`src/rtl/pad_attr_regfile.sv`:
```
// Run-time pad attribute register file.
// One WARL-masked attribute word per pad, a sticky per-pad write lock,
// an optional shadow copy that reaches the pad ring only on commit, and a
// single-outstanding request/response port with a fixed one-cycle latency.
//
// Handshake: a request is accepted on a rising edge where req_i and gnt_o are
// both high. The response (rvalid_o with rdata_o/err_o) is present for exactly
// the following cycle, during which gnt_o is low. A requester seeing gnt_o low
// holds req_i and its payload stable until gnt_o returns high.
module pad_attr_regfile #(
  parameter int                   NumPads      = 4,
  parameter int                   AttrDw       = 32,
  parameter logic [NumPads*3-1:0] PadTypes     = '0,
  parameter bit                   ShadowUpdate = 1'b0,
  parameter int                   AddrW        = $clog2(2*NumPads)+1
) (
  input  logic                      clk_i,
  input  logic                      rst_ni,
  input  logic                      req_i,
  input  logic                      we_i,
  input  logic [AddrW-1:0]          addr_i,
  input  logic [AttrDw-1:0]         wdata_i,
  output logic                      gnt_o,
  output logic                      rvalid_o,
  output logic [AttrDw-1:0]         rdata_o,
  output logic                      err_o,
  input  logic                      commit_i,
  output logic [NumPads*AttrDw-1:0] attr_o,
  output logic                      dbg_state_o
);

  typedef enum logic {
    ST_IDLE = 1'b0,
    ST_RESP = 1'b1
  } state_e;

  // Legal bits for a pad type; everything outside the mask reads back as 0.
  function automatic logic [AttrDw-1:0] type_mask(input logic [2:0] t);
    logic [AttrDw-1:0] m;
    m = '0;
    case (t)
      3'd0: m[9:0] = '1;
      3'd1: begin
        m[0] = 1'b1;
        m[2] = 1'b1;
        m[3] = 1'b1;
        m[5] = 1'b1;
      end
      default: m = '0;
    endcase
    return m;
  endfunction

  state_e               r_state;
  logic                 r_gnt;
  logic                 r_rvalid;
  logic [AttrDw-1:0]    r_rdata;
  logic                 r_err;
  logic [AttrDw-1:0]    r_store  [NumPads];
  logic [NumPads-1:0]   r_regwen;

  logic [AttrDw-1:0]    w_mask       [NumPads];
  logic [AttrDw-1:0]    w_store_next [NumPads];
  logic [AttrDw-1:0]    w_live       [NumPads];
  logic [NumPads-1:0]   w_sel_attr;
  logic [NumPads-1:0]   w_sel_rwen;
  logic                 w_err;
  logic                 w_accept;
  logic [AttrDw-1:0]    w_rd;

  assign w_accept    = (r_state == ST_IDLE) && req_i;
  assign gnt_o       = r_gnt;
  assign rvalid_o    = r_rvalid;
  assign rdata_o     = r_rdata;
  assign err_o       = r_err;
  assign dbg_state_o = (r_state == ST_RESP);

  // Per-pad WARL masks from the static type table.
  always_comb begin
    for (int i = 0; i < NumPads; i++) begin
      w_mask[i] = type_mask(PadTypes[3*i +: 3]);
    end
  end

  // Address decode: attribute words first, then the regwen words, rest error.
  always_comb begin
    w_sel_attr = '0;
    w_sel_rwen = '0;
    for (int i = 0; i < NumPads; i++) begin
      if (addr_i == AddrW'(i))           w_sel_attr[i] = 1'b1;
      if (addr_i == AddrW'(NumPads + i)) w_sel_rwen[i] = 1'b1;
    end
    w_err = ~(|w_sel_attr) & ~(|w_sel_rwen);
  end

  // Read mux over stored words (shadow words in shadow mode) and regwen bits.
  always_comb begin
    w_rd = '0;
    for (int i = 0; i < NumPads; i++) begin
      if (w_sel_attr[i]) w_rd = r_store[i];
      if (w_sel_rwen[i]) w_rd = AttrDw'(r_regwen[i]);
    end
  end

  // Next stored words: a granted write to an unlocked pad lands masked.
  always_comb begin
    for (int i = 0; i < NumPads; i++) begin
      w_store_next[i] = r_store[i];
      if (w_accept && we_i && w_sel_attr[i] && r_regwen[i]) begin
        w_store_next[i] = wdata_i & w_mask[i];
      end
    end
  end

  // Request/response FSM with registered handshake and response outputs.
  always_ff @(posedge clk_i or negedge rst_ni) begin
    if (!rst_ni) begin
      r_state  <= ST_IDLE;
      r_gnt    <= 1'b1;
      r_rvalid <= 1'b0;
      r_rdata  <= '0;
      r_err    <= 1'b0;
    end else begin
      case (r_state)
        ST_IDLE: begin
          if (req_i) begin
            r_state  <= ST_RESP;
            r_gnt    <= 1'b0;
            r_rvalid <= 1'b1;
            r_err    <= w_err;
            r_rdata  <= (we_i || w_err) ? '0 : w_rd;
          end
        end
        default: begin
          r_state  <= ST_IDLE;
          r_gnt    <= 1'b1;
          r_rvalid <= 1'b0;
          r_rdata  <= '0;
          r_err    <= 1'b0;
        end
      endcase
    end
  end

  // Stored words and sticky write-0-to-clear locks.
  always_ff @(posedge clk_i or negedge rst_ni) begin
    if (!rst_ni) begin
      for (int i = 0; i < NumPads; i++) r_store[i] <= '0;
      r_regwen <= '1;
    end else begin
      for (int i = 0; i < NumPads; i++) begin
        r_store[i] <= w_store_next[i];
        if (w_accept && we_i && w_sel_rwen[i] && !wdata_i[0]) begin
          r_regwen[i] <= 1'b0;
        end
      end
    end
  end

  generate
    if (ShadowUpdate) begin : g_shadow
      logic [AttrDw-1:0] r_live [NumPads];

      // Commit copies the post-write shadow so a coincident write is included.
      always_ff @(posedge clk_i or negedge rst_ni) begin
        if (!rst_ni) begin
          for (int i = 0; i < NumPads; i++) r_live[i] <= '0;
        end else if (commit_i) begin
          for (int i = 0; i < NumPads; i++) r_live[i] <= w_store_next[i];
        end
      end

      // Pad ring sees the committed copy.
      always_comb begin
        for (int i = 0; i < NumPads; i++) w_live[i] = r_live[i];
      end
    end else begin : g_direct
      logic w_unused_commit;
      assign w_unused_commit = commit_i;

      // Pad ring sees the stored words directly.
      always_comb begin
        for (int i = 0; i < NumPads; i++) w_live[i] = r_store[i];
      end
    end
  endgenerate

  // Pack live words onto the pad attribute bus.
  always_comb begin
    attr_o = '0;
    for (int i = 0; i < NumPads; i++) begin
      attr_o[AttrDw*i +: AttrDw] = w_live[i];
    end
  end

endmodule

```
`config.mk`:
```
export PLATFORM = sky130hd
export DESIGN_NAME = pad_attr_regfile
export DESIGN_NICKNAME = d
export VERILOG_FILES = /design/src/rtl/pad_attr_regfile.sv
export SDC_FILE = /design/constraint.sdc
export NUM_CORES = 1
export LEC_CHECK = 0
export ABC_AREA = 1
export BUFFER_PORTS_ARGS = -buffer_cell sky130_fd_sc_hd__buf_2
export CORE_UTILIZATION = 39
export DETAILED_ROUTE_END_ITERATION = 12
export HOLD_SLACK_MARGIN = 0.08
export PLACE_DENSITY = 0.72
export SKIP_CTS_REPAIR_TIMING = 1
export SYNTH_ARGS = -nofsm -noshare
export SYNTH_HDL_FRONTEND = slang
export SYNTH_SLANG_ARGS = --single-unit
```
`constraint.sdc`:
```
create_clock -name clk_i -period 1.16 [get_ports clk_i]
set_input_delay 0.29 -clock clk_i [delete_from_list [all_inputs] [get_ports clk_i]]
set_output_delay 0.29 -clock clk_i [all_outputs]
set_load 0.02 [all_outputs]
```
Yosys cells after proc, flatten, opt, wreduce, memory -nomap -nowiden
Cells that the tools add are included.
Storage, ports and cells
  output and inout bits: 164
  bits in registers: 80
  input bits: 41
  logic and storage cells: 75
Operators by class
  bitwise logic cells: 4
  multiplexer cells: 27
  equality and inequality tests: 7
  reduce and logical (&&, ||, !) cells: 24
Operators by type and width (count)
  32-bit two-way mux: 10
  1-bit logical AND: 18
  4-bit by 3-bit == test with 1-bit output, second input constant: 4
  1-bit two-way mux: 16
  10-bit two-way mux: 1
  4-bit by 2-bit == test with 1-bit output, second input constant: 2
  4-bit OR reduction: 2
  4-bit by 1-bit == test with 1-bit output, second input constant: 1
  4-bit zero test: 1
  1-bit NOT: 3
  2-bit nonzero test: 1
  1-bit bitwise AND: 1
  1-bit zero test: 1
  1-bit logical OR: 1

Longest topological paths before layout
  word-level depth: 13
  mapped depth: 9
  depth with buffers taken out: 9

Least setup slack after synthesis
No wires, ideal clock.
  path type: flip-flop to flip-flop
  start: register r_state, in the netlist dbg_state_o
  end: register r_store, in the netlist attr_o[33]
  path slack: -0.130 ns
  setup time: 0.122 ns
  stages on the path, launching flop included: 8
  data arrival time: 1.168 ns
  path buffers: 1
  clock period less this slack: 1.290 ns
  required time: 1.038 ns
  path through: dfrtp_1 nor2_4 inv_2 nor2_4 nand4_1 buf_2 nand2_1 o21ai_1
Between the ends
  longest elaborated chain between the ends: 5
RTL lines
  start, declared: RTL line 54  | state_e r_state;
  start signal, assigned: RTL line 118  | r_state <= ST_IDLE;
  start signal, assigned: RTL line 127  | r_state <= ST_RESP;
  start signal, assigned: RTL line 135  | r_state <= ST_IDLE;
  1-bit NOT
  1-bit logical AND: RTL line 71  | assign w_accept = (r_state == ST_IDLE) && req_i;
  1-bit logical AND (3 in series): RTL line 109  | if (w_accept && we_i && w_sel_attr[i] && r_regwen[i]) begin
  end signal, assigned by index: RTL line 152  | r_store[i] <= w_store_next[i];
  end, declared: RTL line 59  | logic [AttrDw-1:0] r_store [NumPads];
No other way between the ends.
A chain may end at the register's enable or synchronous reset.

Final worst setup path
  start: register r_state, in the netlist dbg_state_o
  end: register r_store, in the netlist attr_o[36]
The elaborated chain is that of the path after synthesis.

==> results.tsv <==
metric	value	unit
min_from	req_i	
final_layout_size_suffix_gt1_frac	0.325	
critPathLaunchType	flop	
ioPinCount	205	
ff_latch_area	1460	sq um
wl_per_cell	12.2	um
cts_sinks	58	
drtAntennaViolNets	0	
grt_pass1_wl	10.7	mm
cts_buffer_depth	2	
path_cells	nor2_4 > inv_4 > nor2_4 > nand4_1 > buf_6 > nand2_1 > o21ai_1	
critPathSlowestCell	dfrtp_2	
syn_avg_cell_area	8.39	sq um
fillerInstances	736	
synth.largest_area_cell	dfrtp_1	
yosysSeqAreaShare	0.433	
syn_inst	401	
maxSlewViolCount	0	
synth_top_family_by_area	buffers and inverters	
die_h	94.9	um
crit_buf_inv	2	
finalHoldViolCount	0	
yosys_warnings	0	
reg2reg_depth	7	
synth_compound_area_frac	0.0740	
outcome	finished with violations	
synth_mux_area_frac	0	
reg2reg_slack	-0.18	ns
synthAdderAreaFrac	0	
synth_top_cell_area_share	0.394	
cpMostUsedCell	nor2_4	
numCtsBuffers	9	
dr.pass1.iters	4	
hold_depth	3	
vias	2736	
worstSetupPathType	flop to flop	
critPathMaxFanout	20	
synth_cell_types	25	
netlist_area	3360	sq um
grt_max_degree	59	
synth-xor-area-share	0	
r2r_start	dbg_state_o	
final_core_util	0.534	
min_to	gnt_o	
synthTopCellsByArea	dfrtp_1 (39%), buf_4 (25%), nand2_1 (11%)	
rows	33	
layout.nets	565	
synth-seq-cells	58	
crit_path_end_kind	flop	
path_clk_slew	0.07	ns
viasPerCell	4.32	
die-area	9000	sq um
crit_required	1.38	ns
grt_pass1_vias	2206	
setup_viol	98	
violations	setup timing	
io_buffers	71	
yosys.area_share.simple	0.197	
antenna_found_initial	0	
clock_latency	0.34	ns
critical_path.top_delay_family	simple AND/OR/NAND/NOR gates	
ir_drop	0.000975	V
grt_overflow_total	0	
cts_tree	done	
drc	0	
start_util	0.405	
cp_slowest_stage_delay	0.42	ns
rsz0062_at_grt	true	
fin_hold_ws	0.235	ns
fin_crit	1.34	ns
drv_cap	0	
syn_to_final_growth	31.8	%
grt_use_total	0.159	
die_w	94.9	um
fin_ws	-0.183	ns
period_share	1.16	
multi_input_area	1370	sq um
dp_hpwl	5.24	mm
min_path_type	primary input to flop	
place_congestion	0.875	
diodes	0	
coreArea	8300	sq um
skew	0.0133	ns
timing.rr.end	attr_o[36]	
ctsHtreeMaxLevel	3	
cp.arrival	1.57	ns
drt_iter0_markers	106	
cts-root-buf	clkbuf_8	
power.density	1380	nW/um^2
max_freq	745	MHz
wl	7.74	mm
p_leak	2.40	nW
cell families (layout without fill, tap and decap cells):
logic type	after synthesis	in the layout
AO/OA/AOI/OAI	48	48
buffers and inverters	147	166
other	1	110
AND/OR/NAND/NOR	147	147
flip-flops	58	58
state kept, by name, indices dropped and copies added, names as in the netlist:
signal / cells
attr_o: 40
rdata_o: 10
r_regwen: 4
dbg_state_o: 1
err_o: 1
gnt_o: 1
rvalid_o: 1
power by group:
group | switching, mW | internal [mW] | leakage [nW]
logic | 0.952 | 0.658 | 1.53
clock network | 0.835 | 1.23 | 0.108
registers | 0.199 | 2.24 | 0.765
total | 1.99 | 4.12 | 2.40
how the worst max path moves through the flow:
stage / from / end / slack [ns] / cells past startpoint
final: dbg_state_o / attr_o[36] / -0.18 / 7
after global routing: dbg_state_o / attr_o[36] / -0.26 / 7
after CTS: dbg_state_o / attr_o[70] / -0.21 / 7
after detailed placement: req_i / attr_o[69] / -0.24 / 9
after global placement: req_i / attr_o[70] / -0.22 / 9
after floorplan: dbg_state_o / attr_o[0] / -0.06 / 7
layout make-up:
| type | instances | area share |
|---|---|---|
| repair buffers | 128 | 0.264 |
| clock inverters | 3 | 0.0102 |
| inverters | 22 | 0.0192 |
| multi-input cells | 305 | 0.308 |
| flip-flops and latches | 58 | 0.329 |
| clock buffers | 13 | 0.0404 |
| well taps | 105 | 0.0296 |
cells in the mapped netlist, drive strengths merged:
library cell,n
nor4,1
o211ai,1
a31oi,1
buf,124
nor2,8
conb,1
nand2,98
nand3,23
inv,22
a21boi,1
dfstp,5
dfrtp,53
a21oi,3
o21ai,41
a21o,1
nand4,13
clkbuf,1
nor3,4
worst register-to-register path, cell delays in order (launching register included):
cell and delay, ns:
dfrtp_2 0.42, nor2_4 0.12, inv_4 0.06, nor2_4 0.14, nand4_1 0.12, buf_6 0.20, nand2_1 0.10, o21ai_1 0.07
layer usage:
metal / part of all wire / track usage / vias to the layer above
met5: 0 / 0 / -
li1: - / - / 1319
met4: 0.018 / 0.0619 / 0
met1: 0.40 / 0.201 / 1246
met3: 0.082 / 0.0435 / 16
met2: 0.50 / 0.260 / 155
through the flow:
stage	worst slack [ns]	instance area, sq um	TNS (ns)	cells	total power, mW
global route	-0.261	4430	-13.33	634	6.37
global placement	-0.224	3600	-8.64	589	3.62
floorplan	-0.0647	3800	-2.70	510	3.51
detailed placement	-0.242	3600	-9.61	589	3.64
CTS	-0.214	3820	-10.11	605	5.69
finish	-0.183	4430	-7.74	634	6.11
cell usage in the layout (no fill, tap or decap), drive strengths merged:
cell type	Yosys	layout
a21boi	1	1
a21oi	3	3
a21o	1	1
nand2	98	98
dfrtp	53	53
nand3	23	23
nand4	13	13
buf	124	127
dlygate4sd3	0	1
inv	22	22
a31oi	1	1
nor2	8	8
clkbuf	1	13
dfstp	5	5
nor3	4	4
o211ai	1	1
conb	1	110
clkinvlp	0	2
bufinv	0	1
o21ai	41	41
nor4	1	1
Note: power is estimated with default switching activity, not from simulation.
